File: src/rtl/wb_arb_pkg.sv
// Shared constants and types for the write-back port arbiter.
// Optional forwarding outputs are enabled with the WB_ARB_FWD_EN macro.
package wb_arb_pkg;

  localparam int ADDR_W_DEF = 5;
  localparam int DATA_W_DEF = 32;

  localparam logic SRC_ALU = 1'b0;
  localparam logic SRC_MEM = 1'b1;

  // Write request bundle at the default widths.
  typedef struct packed {
    logic [ADDR_W_DEF-1:0] addr;
    logic [DATA_W_DEF-1:0] data;
  } wb_req_t;

endpackage

File: src/rtl/rr_arb2.sv
// Two-requester arbiter: round-robin pointer or fixed priority to requester 1,
// with a stall input that blocks every grant and freezes the pointer.
module rr_arb2
  import wb_arb_pkg::*;
#(
  parameter int FIXED_PRIO = 0
) (
  input  logic       clk,
  input  logic       rst_n,
  input  logic       i_stall,
  input  logic [1:0] i_req,
  output logic [1:0] o_grant
);

  logic       r_ptr;
  logic [1:0] w_grant;

  // Grants are forced low while reset is asserted so ready never leaks out.
  always_comb begin
    w_grant = 2'b00;
    if (rst_n && !i_stall) begin
      case (i_req)
        2'b01:   w_grant = 2'b01;
        2'b10:   w_grant = 2'b10;
        2'b11: begin
          if (FIXED_PRIO != 0) w_grant = 2'b10;
          else if (r_ptr)      w_grant = 2'b10;
          else                 w_grant = 2'b01;
        end
        default: w_grant = 2'b00;
      endcase
    end
  end

  always_ff @(posedge clk or negedge rst_n) begin
    if (!rst_n) begin
      r_ptr <= 1'b0;
    end else if (w_grant[0]) begin
      r_ptr <= 1'b1;
    end else if (w_grant[1]) begin
      r_ptr <= 1'b0;
    end
  end

  assign o_grant = w_grant;

endmodule

File: src/rtl/wb_port_arbiter.sv
// Shares the register-file write port between the ALU (0) and load (1) paths.
// Define WB_ARB_FWD_EN to add same-cycle forwarding outputs (fwd_*).
module wb_port_arbiter
  import wb_arb_pkg::*;
#(
  parameter int ADDR_W     = ADDR_W_DEF,
  parameter int DATA_W     = DATA_W_DEF,
  parameter int FIXED_PRIO = 0
) (
  input  logic              clk,
  input  logic              rst_n,
  input  logic              wb_stall,
  input  logic              req0_valid,
  input  logic [ADDR_W-1:0] req0_addr,
  input  logic [DATA_W-1:0] req0_data,
  output logic              req0_ready,
  input  logic              req1_valid,
  input  logic [ADDR_W-1:0] req1_addr,
  input  logic [DATA_W-1:0] req1_data,
  output logic              req1_ready,
`ifdef WB_ARB_FWD_EN
  output logic              fwd_valid,
  output logic [ADDR_W-1:0] fwd_reg,
  output logic [DATA_W-1:0] fwd_data,
`endif
  output logic              reg_write,
  output logic [ADDR_W-1:0] write_reg,
  output logic [DATA_W-1:0] write_data,
  output logic              src_sel
);

  logic [1:0]        w_grant;
  logic              w_xfer;
  logic              w_sel;
  logic [ADDR_W-1:0] w_addr;
  logic [DATA_W-1:0] w_data;
  logic              w_nonzero;

  logic              r_reg_write;
  logic [ADDR_W-1:0] r_write_reg;
  logic [DATA_W-1:0] r_write_data;
  logic              r_src_sel;

  rr_arb2 #(
    .FIXED_PRIO (FIXED_PRIO)
  ) u_arb (
    .clk     (clk),
    .rst_n   (rst_n),
    .i_stall (wb_stall),
    .i_req   ({req1_valid, req0_valid}),
    .o_grant (w_grant)
  );

  assign w_xfer    = |w_grant;
  assign w_sel     = w_grant[1] ? SRC_MEM : SRC_ALU;
  assign w_addr    = w_grant[1] ? req1_addr : req0_addr;
  assign w_data    = w_grant[1] ? req1_data : req0_data;
  assign w_nonzero = (w_addr != '0);

  // Writes to register 0 are consumed but never reach the register file.
  always_ff @(posedge clk or negedge rst_n) begin
    if (!rst_n) begin
      r_reg_write  <= 1'b0;
      r_write_reg  <= '0;
      r_write_data <= '0;
      r_src_sel    <= SRC_ALU;
    end else begin
      r_reg_write <= w_xfer && w_nonzero;
      if (w_xfer) begin
        r_write_reg  <= w_addr;
        r_write_data <= w_data;
        r_src_sel    <= w_sel;
      end
    end
  end

  assign req0_ready = w_grant[0];
  assign req1_ready = w_grant[1];
  assign reg_write  = r_reg_write;
  assign write_reg  = r_write_reg;
  assign write_data = r_write_data;
  assign src_sel    = r_src_sel;

`ifdef WB_ARB_FWD_EN
  assign fwd_valid = w_xfer && w_nonzero;
  assign fwd_reg   = w_addr;
  assign fwd_data  = w_data;
`endif

endmodule

File: config.mk
export PLATFORM = sky130hd
export DESIGN_NAME = wb_port_arbiter
export DESIGN_NICKNAME = d
export VERILOG_FILES = /design/src/rtl/wb_arb_pkg.sv /design/src/rtl/rr_arb2.sv /design/src/rtl/wb_port_arbiter.sv
export SDC_FILE = /design/constraint.sdc
export NUM_CORES = 1
export LEC_CHECK = 0
export CAP_MARGIN = 20
export CELL_PAD_IN_SITES_DETAIL_PLACEMENT = 0
export CELL_PAD_IN_SITES_GLOBAL_PLACEMENT = 1
export CORE_MARGIN = 4
export CORE_UTILIZATION = 28
export CTS_CLUSTER_DIAMETER = 200
export DETAILED_ROUTE_END_ITERATION = 6
export GPL_TIMING_DRIVEN = 1
export PLACE_DENSITY = 0.82
export RECOVER_POWER = 100
export SYNTH_ARGS = -nofsm -noshare
export SYNTH_HDL_FRONTEND = slang
export SYNTH_SLANG_ARGS = --single-unit
File: constraint.sdc
create_clock -name clk -period 1.4 [get_ports clk]
set_clock_uncertainty 0.05 [all_clocks]
set_input_delay 0.21 -clock clk [delete_from_list [all_inputs] [get_ports clk]]
set_output_delay 0.21 -clock clk [all_outputs]
set_load 0.05 [all_outputs]
==> flow_summary.toml <==
[routing]
detail_route.wl_per_cell_um = 17.9
drc_errors = 0
detail_route.vias_per_cell = 5.45
m1WireLength_mm = 3.04
wl_met3_um = 742
dr.max_layer_used = "met4"
via_count = 2287
totalWireLength_mm = 7.51
detail_route.first_pass.iterations = 4
detailedRoute.firstIterationViolations = 95
final_antenna_net_count = 0
wl_met2_mm = 3.68

[worst_setup_path]
timing.critical_path.cells = "nand2b_4 > nand2_4 > inv_4 > buf_12"
required_ns = 1.14
timing.critical_path.slowest_cell_delay_ns = 0.42
critical_path.endpoint_type = "output port"
crit_family = "flip-flops"
ff2ff_path_depth = 5
critical_path_maximum_fanout = 4
cp-startpoint = "u_arb.r_ptr"
r2r_end = "write_data[26]"
cell_at_the_slowest_stage_of_the_critical_path = "sky130_fd_sc_hd__dfrtp_1"
setup.worst_path.class = "flip-flop to output port"
cp.depth = 4
start_kind = "flip-flop"
worst_r2r_startpoint = "u_arb.r_ptr"
buffers_and_inverters_on_the_worst_path = 2
setup.worst_path.end = "req1_ready"
rrSetupSlack_ns = 0.06
cp.arrival_ns = 1.12

[synthesis]
ys_seq_area_share_pct = 46.9
syn-instance-count = 196
synth_cell_type_count = 22
synth_mux_area_share_pct = 0.469
dominant_combinational_cell_family_by_area_after_synthesis = "compound AO/OA/AOI/OAI gates"
postSynthRegisterBits = 40
synth_fa_ha_area_share_pct = 0
area_share_of_the_leading_cell_type_in_the_synthesized_netlist_pct = 46.9
syn-mean-instance-area_sq_um = 10.9
syn-num-nets = 275
synth_simple_gate_area_share_pct = 3.51
netlist_area_sq_mm = 0.00214
yosys-top-cells-area = "sky130_fd_sc_hd__dfrtp_1 (47%), sky130_fd_sc_hd__a2bb2oi_1 (15%), sky130_fd_sc_hd__a32oi_1 (15%)"
post_synth_xor_xnor_area_pct = 0
netlist.top_cell.by_area = "sky130_fd_sc_hd__dfrtp_1"
synth_compound_area_share_pct = 39.7
yosysWarnings = 0

[global_routing]
grt_max_degree = 41
wire_length_of_the_first_global_routing_pass_mm = 12.1
grt.total_usage_pct = 16.8
number_of_global_route_vias_before_repair = 2415
grt_overflow_total = 0
antenna_found_initial = 0

[power_and_ir_drop]
seq_power_share_pct = 31.1
finalPower_uw = 5540
swShare_pct = 39.3
power.share.combinational_pct = 54.9
worst_ir_drop_vdd_mv = 0.749
power_density_mw_per_mm2 = 1380
p_int_uw = 3360
leakage_power_of_the_design_uw = 0.00165
share_clk_of_total_power_pct = 14.0
power_switching_uw = 2180

[sta]
slew_headroom_pct = 33.0
timing.final.ws_setup_ns = 0.0246
layout_worst_path_cycle_share_pct = 98.2
setup_viol_count_final = 0
fin_crit_ns = 1.38
tightest_slew_ns = 1.01
slew_violations = 0
clock.fmax_mhz = 727
rsz0062_at_grt = "yes"
final_hold_viol_count = 0

[outcome]
status = "completed"

[cts]
cts_root_buf = "sky130_fd_sc_hd__clkbuf_8"
max-clock-path-buffers = 2
numCtsBuffers = 5
tritoncts = "built"
cts.clk_slew.worst_paths_ns = 0.08
clkLatencyLatePin_ns = 0.28
h-tree-depth = 2
cts_num_sinks = 40

[floorplan]
die_area_sq_mm = 0.00909
io-pin-count = 120
core_area_sq_mm = 0.00733
die_x_um = 95.3
dieHeight_um = 95.3
initial_core_util_pct = 29.1
floorplan.rows = 31

[placed_design]
dp_slack_ns = -0.260
post-place-cells = 406
dp_hpwl_mm = 5.36
routabilityCongestion = 0.864
port_buffers = 119

[layout]
area_growth_syn_to_layout_pct = 88.3
n_fill_cell = 615
nets = 399
leading_cell_type_in_the_layout_fill_and_taps_excluded = "sky130_fd_sc_hd__clkdlybuf4s50_1"
final_cell_mix = "sky130_fd_sc_hd__clkdlybuf4s50_1 (74), sky130_fd_sc_hd__buf_12 (46), sky130_fd_sc_hd__dfrtp_1 (40), sky130_fd_sc_hd__a32oi_1 (37), sky130_fd_sc_hd__a2bb2oi_1 (37)"
fin_util_pct = 54.9
drive_above_1_share_pct = 25.2
flip_flop_count_of_the_largest_register_after_layout = 32
final_cells = 420
n_antenna_cell = 0
multiInputGateArea_sq_um = 950
register_area_sq_mm = 0.00100

[flow_run]
max_cap_violations = 0

[hold_path]
hold_class = "input port to async pin"
how the worst min path moves through the flow:
stage           from            to  slack, ns
2_1_floorplan  rst_n     reg_write      -0.14
3_3_place_gp   rst_n  write_reg[0]       0.33
3_5_place_dp   rst_n  write_reg[0]       0.33
4_1_cts        rst_n  write_reg[0]       0.01
5_1_grt        rst_n  write_reg[0]       0.28
6_report       rst_n  write_reg[0]       0.18
per-layer routing:
metal	vias to the layer above	global-route usage [%]
met4	0	4.21
met1	1123	21.7
met5	-	0
li1	1043	-
met3	4	5.45
met2	117	27.0
power by group through the flow:
stage / Sequential [uW] / Combinational (uW) / Clock, uW
6_report: 1720 / 3040 / 778
5_1_grt: 1770 / 3170 / 853
4_1_cts: 1730 / 3060 / 811
3_5_place_dp: 1750 / 3030 / 0
3_3_place_gp: 1740 / 3010 / 0
2_1_floorplan: 2540 / 515 / 0
worst reg2reg max path, stage by stage (launching register included):
cell	delay (ns)
sky130_fd_sc_hd__dfrtp_1	0.42
sky130_fd_sc_hd__nand2b_4	0.17
sky130_fd_sc_hd__buf_4	0.16
sky130_fd_sc_hd__buf_12	0.15
sky130_fd_sc_hd__a32oi_1	0.20
sky130_fd_sc_hd__a2bb2oi_1	0.08
timing repair:
action / in CTS / in global routing
cloned: 0 / 0
gates resized for setup: 8 / 2
endpoints found under the setup margin: 2 / 2
setup buffers: 5 / 1
hold buffers: 0 / 0
pin swaps: 2 / 1
per-stage QoR:
step | instance area, sq um | TNS (ns) | hold slack (ns)
CTS | 4010 | 0 | 0.0113
global placement | 3880 | -6.74 | 0.326
detailed placement | 3880 | -8.41 | 0.328
global route | 4020 | -0.0203 | 0.277
finish | 4020 | 0 | 0.178
floorplan | 2140 | 0 | -0.136
area by class of cell:
cell class	instances	share of cell area [%]
clock buffers	8	2.24
inverters	2	0.249
multi-input cells	126	23.6
flip-flops and latches	40	24.9
well taps	99	3.08
repair buffers	145	45.9
synthesized netlist by cell type (all sizes together):
library cell / instances
and2: 1
clkbuf: 2
o21ai: 37
a2bb2oi: 37
and3b: 2
nand2b: 1
or4: 2
o22ai: 1
dfrtp: 40
mux2i: 1
nand3b: 1
nand2: 3
nor2: 2
inv: 2
buf: 26
a32oi: 37
a21o: 1
kinds of logic (layout without fill, tap and decap cells):
family / Yosys count / count (layout)
and+or+nand+nor: 12 / 12
muxes: 1 / 1
DFF: 40 / 40
buffers and inverters: 30 / 155
AOI/OAI and AO/OA: 113 / 113
Power figures use the tool's default switching activity.
